`config.mk`:
```
export PLATFORM = sky130hd
export DESIGN_NAME = ct_lsu_dcache_tag_arb_inv
export DESIGN_NICKNAME = d
export VERILOG_FILES = /design/src/rtl/ct_lsu_dcache_tag_arb_inv.sv
export SDC_FILE = /design/constraint.sdc
export NUM_CORES = 1
export LEC_CHECK = 0
export BUFFER_PORTS_ARGS = -buffer_cell sky130_fd_sc_hd__clkbuf_2
export CORE_MARGIN = 2
export CORE_UTILIZATION = 36
export DETAILED_ROUTE_END_ITERATION = 10
export PLACE_DENSITY = 0.85
export SYNTH_ARGS = -nofsm -noshare
export SYNTH_HDL_FRONTEND = slang
export SYNTH_SLANG_ARGS = --single-unit
```
`constraint.sdc`:
```
create_clock -name forever_cpuclk -period 1.87 [get_ports forever_cpuclk]
set_input_delay 0.187 -clock forever_cpuclk [delete_from_list [all_inputs] [get_ports forever_cpuclk]]
set_output_delay 0.187 -clock forever_cpuclk [all_outputs]
set_load 0.01 [all_outputs]
```
`src/rtl/ct_lsu_dcache_tag_arb_inv.sv`:
```
// L1 D-cache load-side tag array arbiter: invalidate-all sweep > refill write > load read.
// LSU_DCACHE_TAG_INIT_ON_RESET_EN: when defined, a sweep runs automatically after reset.
module ct_lsu_dcache_tag_arb_inv #(
  parameter int unsigned IDX_W = 9,
  parameter int unsigned TAG_W = 26
) (
  input  logic                     forever_cpuclk,
  input  logic                     cpurst_b,
  input  logic                     cp0_lsu_dcache_inv_req,
  output logic                     lsu_cp0_dcache_inv_done,
  output logic                     inv_busy,
  input  logic                     wr_req,
  input  logic [IDX_W-1:0]         wr_idx,
  input  logic                     wr_way,
  input  logic [TAG_W-1:0]         wr_tag,
  input  logic                     wr_vld,
  output logic                     wr_grnt,
  input  logic                     ld_req,
  input  logic [IDX_W-1:0]         ld_idx,
  output logic                     ld_grnt,
  output logic                     ld_dout_vld,
  output logic                     tag_gateclk_en,
  output logic                     tag_sel_b,
  output logic                     tag_gwen_b,
  output logic [1:0]               tag_wen_b,
  output logic [IDX_W-1:0]         tag_idx,
  output logic [2*(TAG_W+1)-1:0]   tag_din
);

  typedef enum logic [1:0] {
    IDLE = 2'd0,
    INV  = 2'd1,
    DONE = 2'd2
  } state_e;

`ifdef LSU_DCACHE_TAG_INIT_ON_RESET_EN
  localparam state_e RST_ST = INV;
`else
  localparam state_e RST_ST = IDLE;
`endif

  state_e             state_q;
  logic [IDX_W-1:0]   inv_cnt_q;
  logic               ld_dout_vld_q;

  logic               st_idle;
  logic               inv_act;
  logic               wr_go;
  logic               ld_go;

  // Everything below is qualified by cpurst_b so the array idles for the whole reset window.
  always_comb begin
    st_idle = cpurst_b && (state_q == IDLE);
    inv_act = cpurst_b && (state_q == INV);
    wr_go   = st_idle && !cp0_lsu_dcache_inv_req && wr_req;
    ld_go   = st_idle && !cp0_lsu_dcache_inv_req && !wr_req && ld_req;
  end

  always_comb begin
    tag_sel_b  = 1'b1;
    tag_gwen_b = 1'b1;
    tag_wen_b  = 2'b11;
    tag_idx    = '0;
    tag_din    = '0;
    if (inv_act) begin
      tag_sel_b  = 1'b0;
      tag_gwen_b = 1'b0;
      tag_wen_b  = 2'b00;
      tag_idx    = inv_cnt_q;
    end else if (wr_go) begin
      tag_sel_b  = 1'b0;
      tag_gwen_b = 1'b0;
      tag_wen_b  = wr_way ? 2'b01 : 2'b10;
      tag_idx    = wr_idx;
      tag_din    = {2{wr_vld, wr_tag}};
    end else if (ld_go) begin
      tag_sel_b  = 1'b0;
      tag_idx    = ld_idx;
    end
  end

  assign tag_gateclk_en          = ~tag_sel_b;
  assign wr_grnt                 = wr_go;
  assign ld_grnt                 = ld_go;
  assign inv_busy                = inv_act;
  assign lsu_cp0_dcache_inv_done = cpurst_b && (state_q == DONE);
  assign ld_dout_vld             = ld_dout_vld_q;

  always_ff @(posedge forever_cpuclk) begin
    if (!cpurst_b) begin
      state_q       <= RST_ST;
      inv_cnt_q     <= '0;
      ld_dout_vld_q <= 1'b0;
    end else begin
      ld_dout_vld_q <= ld_go;
      case (state_q)
        IDLE: begin
          if (cp0_lsu_dcache_inv_req) begin
            state_q   <= INV;
            inv_cnt_q <= '0;
          end
        end
        INV: begin
          inv_cnt_q <= inv_cnt_q + 1'b1;
          if (inv_cnt_q == '1) begin
            state_q <= DONE;
          end
        end
        DONE:    state_q <= IDLE;
        default: state_q <= IDLE;
      endcase
    end
  end

endmodule
```
==> run metrics <==
initial DRC count 61; clock tree root buffer cell sky130_fd_sc_hd__clkbuf_4; share of cells above drive strength 1 ~57%; number of detailed-route iterations in the first pass 4; number of warnings reported in the yosys synthesis log 0; worst rel slew slack 72.1%; initial cell density of the core 37.2%; Global Route Usage Sum 19.3%; placed wire-length estimate after detailed placement roughly 3.2 mm; aggregate routed wire length 4.01 mm; number of buffers inserted by port buffering 123; outcome completed; final-report setup violation count 0; RSZ-0062 raised after global routing true; data arrival time at the worst-slack endpoint approximately 1700 ps; average vias per placed instance 4.98; IO Pins 124; number of buffers inserted by hold repair at cts 0; summed instance area of the synthesized netlist 1230 um2; core area 3310 um2; post-synth cell types 34; # H-tree levels 1; post-synthesis async set-or-reset flop share 0%; maximum number of buffers from clock root to sink 2; category of the worst setup path capture point primary output; Pint 484 uW; wire length per cell ~13 um; Vias 1504; post-layout utilization of the core 52.9%; P_leak approximately 1.1 nW; remaining global-route overflow 0; Avg Inst Size Synth 7.74 um2; clock network fraction of design power 30.7%; #FFs+latches synth 12; highest fanout seen on the critical path 17; CTS tree done; worst clock skew about 11 ps; dominant cells by area after synthesis sky130_fd_sc_hd__dfxtp_1 20%, sky130_fd_sc_hd__and3_1 18%, sky130_fd_sc_hd__buf_4 17%; Tcrit/Tclk final 98.6%; register area share after synthesis 19.5%; overall power 698 uW; share of Yosys cell area claimed by the top area cell type between 10% and 20%; count of maximum capacitance violations 0; drt drc 0; maximum clock frequency about 540 MHz; Synthesized Nets 212; worst endpoint required time 1680 ps; pin count of the biggest net entering global routing 27; first-pass GRT wire length 6.17 mm; Die Width around 62 um; Antenna Diode Count 0; clk_lat worst skew approximately 280 ps; number of instances in the synthesized netlist 159; growth of design area from synthesis to finish 42.3%; Final TNS setup 0 ps; most instantiated library cell after synthesis sky130_fd_sc_hd__and3_1; class of the worst hold path in -> reg; fraction of power consumed by combinational cells 31.4%; post-layout minimum cycle time 1840 ps; routability cong. between 0.8 and 0.9; number of placement rows 21; die area 3900 um2; switching pwr between 200 and 250 uW; Final Max Tran Viols 0; number of global-route vias before repair about 1300; number of buffers created by CTS 3; number of fillers in the final layout 323; clock edge transition at the registers on the reported setup and hold paths 90 ps; Post-synth top flop sky130_fd_sc_hd__dfxtp_1; antenna violations before repair 0; type of the worst setup path reg -> out; top cell type by total area after synthesis sky130_fd_sc_hd__dfxtp_1; die boundary height 62.5 um; sequential share of power 37.9%; Fin. Hold Viols 0; number of nets with antenna violations after detailed routing 0; power density over cell area between 300 and 400 nW/um2; number of clock sinks seen by CTS 12; actual transition at the worst max-transition pin 418 ps; Startpoint Class register; leading cell types by count after synthesis 36 x sky130_fd_sc_hd__and3_1, 28 x sky130_fd_sc_hd__buf_4, 12 x sky130_fd_sc_hd__dfxtp_1, 9 x sky130_fd_sc_hd__a221o_1, 7 x sky130_fd_sc_hd__nor2_1; Sw Ratio 30.6%; nets 310; largest voltage drop on the vdd net around 0.00025 V; number of enable flip-flop cells after synthesis 0
metrics by stage:
step / setup WS [ps] / hold WS, ps / area (um2) / cells
2_1_floorplan: 205 / 357 / 1230 / 159
3_3_place_gp: 281 / 516 / 1670 / 294
3_5_place_dp: 221 / 525 / 1670 / 294
4_1_cts: -1.42 / 249 / 1730 / 299
5_1_grt: -41.4 / 250 / 1750 / 302
6_report: 25.3 / 246 / 1750 / 302
cells by family after synthesis:
| group | count (synthesis) | synth area share (%) |
|---|---|---|
| AO/OA/AOI/OAI | 26 | 16.6 |
| flip-flops | 12 | 19.5 |
| multiplexers | 3 | 2.44 |
| AND/OR/NAND/NOR | 73 | 35.9 |
| adder cells (fa/ha/maj) | 2 | 2.03 |
| buffers and inverters | 43 | 23.6 |
final cells by class:
cell class              count  area, um2  area share, %
multi-input cells         104        711           40.6
inverters                   3       13.8          0.786
flip-flops and latches     12        241           13.8
clock buffers               4       36.3           2.07
well taps                  46       57.6           3.29
repair buffers            133        692           39.5
flip-flops by register name, indices dropped and copies added (netlist names):
register     flops
ld_dout_vld      1
inv_cnt_q        9
state_q          2
layer usage:
metal / track usage, % / part of all wire, % / vias up
met1: 25.6 / 45 / 657
met2: 32.0 / 46 / 93
met3: 4.32 / 8.4 / 2
met4: 4.17 / 0.47 / 0
li1: - / - / 752
met5: 0 / 0 / -
what timing repair did:
item | in CTS | in global routing
setup endpoints to repair | 12 | 40
endpoints found under the hold margin | 0 | 0
setup buffers | 0 | 2
pin swaps | 1 | 1
gates cloned | 1 | 1
resized for setup | 7 | 3
critical path: stages (launching register included):
cell	delay [ps]
sky130_fd_sc_hd__dfxtp_2	360
sky130_fd_sc_hd__buf_4	150
sky130_fd_sc_hd__nand3b_1	210
sky130_fd_sc_hd__inv_4	130
sky130_fd_sc_hd__or3_1	380
sky130_fd_sc_hd__clkbuf_2	140
path summary, 6_finish.rpt:
path	start	end	slack (ps)	cells after the start
max	state_q[1]$_SDFFE_PN0P_	tag_gateclk_en	30	5
min reg2reg	inv_cnt_q[7]$_SDFFE_PN0P_	inv_cnt_q[7]$_SDFFE_PN0P_	530	1
max reg2reg	inv_cnt_q[0]$_SDFFE_PN0P_	inv_cnt_q[8]$_SDFFE_PN0P_	270	6
min	cp0_lsu_dcache_inv_req	state_q[0]$_SDFFE_PN0P_	250	3
power by group through the flow:
stage | Clock, mW | Combinational, mW | Sequential (mW)
3_3_place_gp | 0 | 0.207 | 0.270
6_report | 0.215 | 0.219 | 0.264
3_5_place_dp | 0 | 0.208 | 0.271
4_1_cts | 0.214 | 0.215 | 0.265
2_1_floorplan | 0 | 0.119 | 0.270
5_1_grt | 0.226 | 0.240 | 0.265
cells in the final DEF (no fill, tap or decap), types with 2 or more instances in the layout:
master                     synthesis  layout
sky130_fd_sc_hd__clkbuf_2          1     123
sky130_fd_sc_hd__and3_1           36      35
sky130_fd_sc_hd__dfxtp_1          12      11
sky130_fd_sc_hd__a221o_1           9       9
sky130_fd_sc_hd__buf_4            28       8
sky130_fd_sc_hd__nor2_1            7       7
sky130_fd_sc_hd__nand2_1           6       6
sky130_fd_sc_hd__nand3_1           5       5
sky130_fd_sc_hd__o21ai_0           5       5
sky130_fd_sc_hd__a21oi_1           4       4
sky130_fd_sc_hd__nor2b_1           3       3
sky130_fd_sc_hd__nor3_1            3       3
sky130_fd_sc_hd__mux2i_1           3       3
sky130_fd_sc_hd__clkbuf_4          0       3
sky130_fd_sc_hd__and2_4            0       2
sky130_fd_sc_hd__inv_1             2       2
sky130_fd_sc_hd__nor3b_1           2       2
sky130_fd_sc_hd__or4_1             2       2
sky130_fd_sc_hd__a22oi_1           2       2
sky130_fd_sc_hd__and2_1            4       2
sky130_fd_sc_hd__ha_1              2       2
Power figures use the tool's default switching activity.
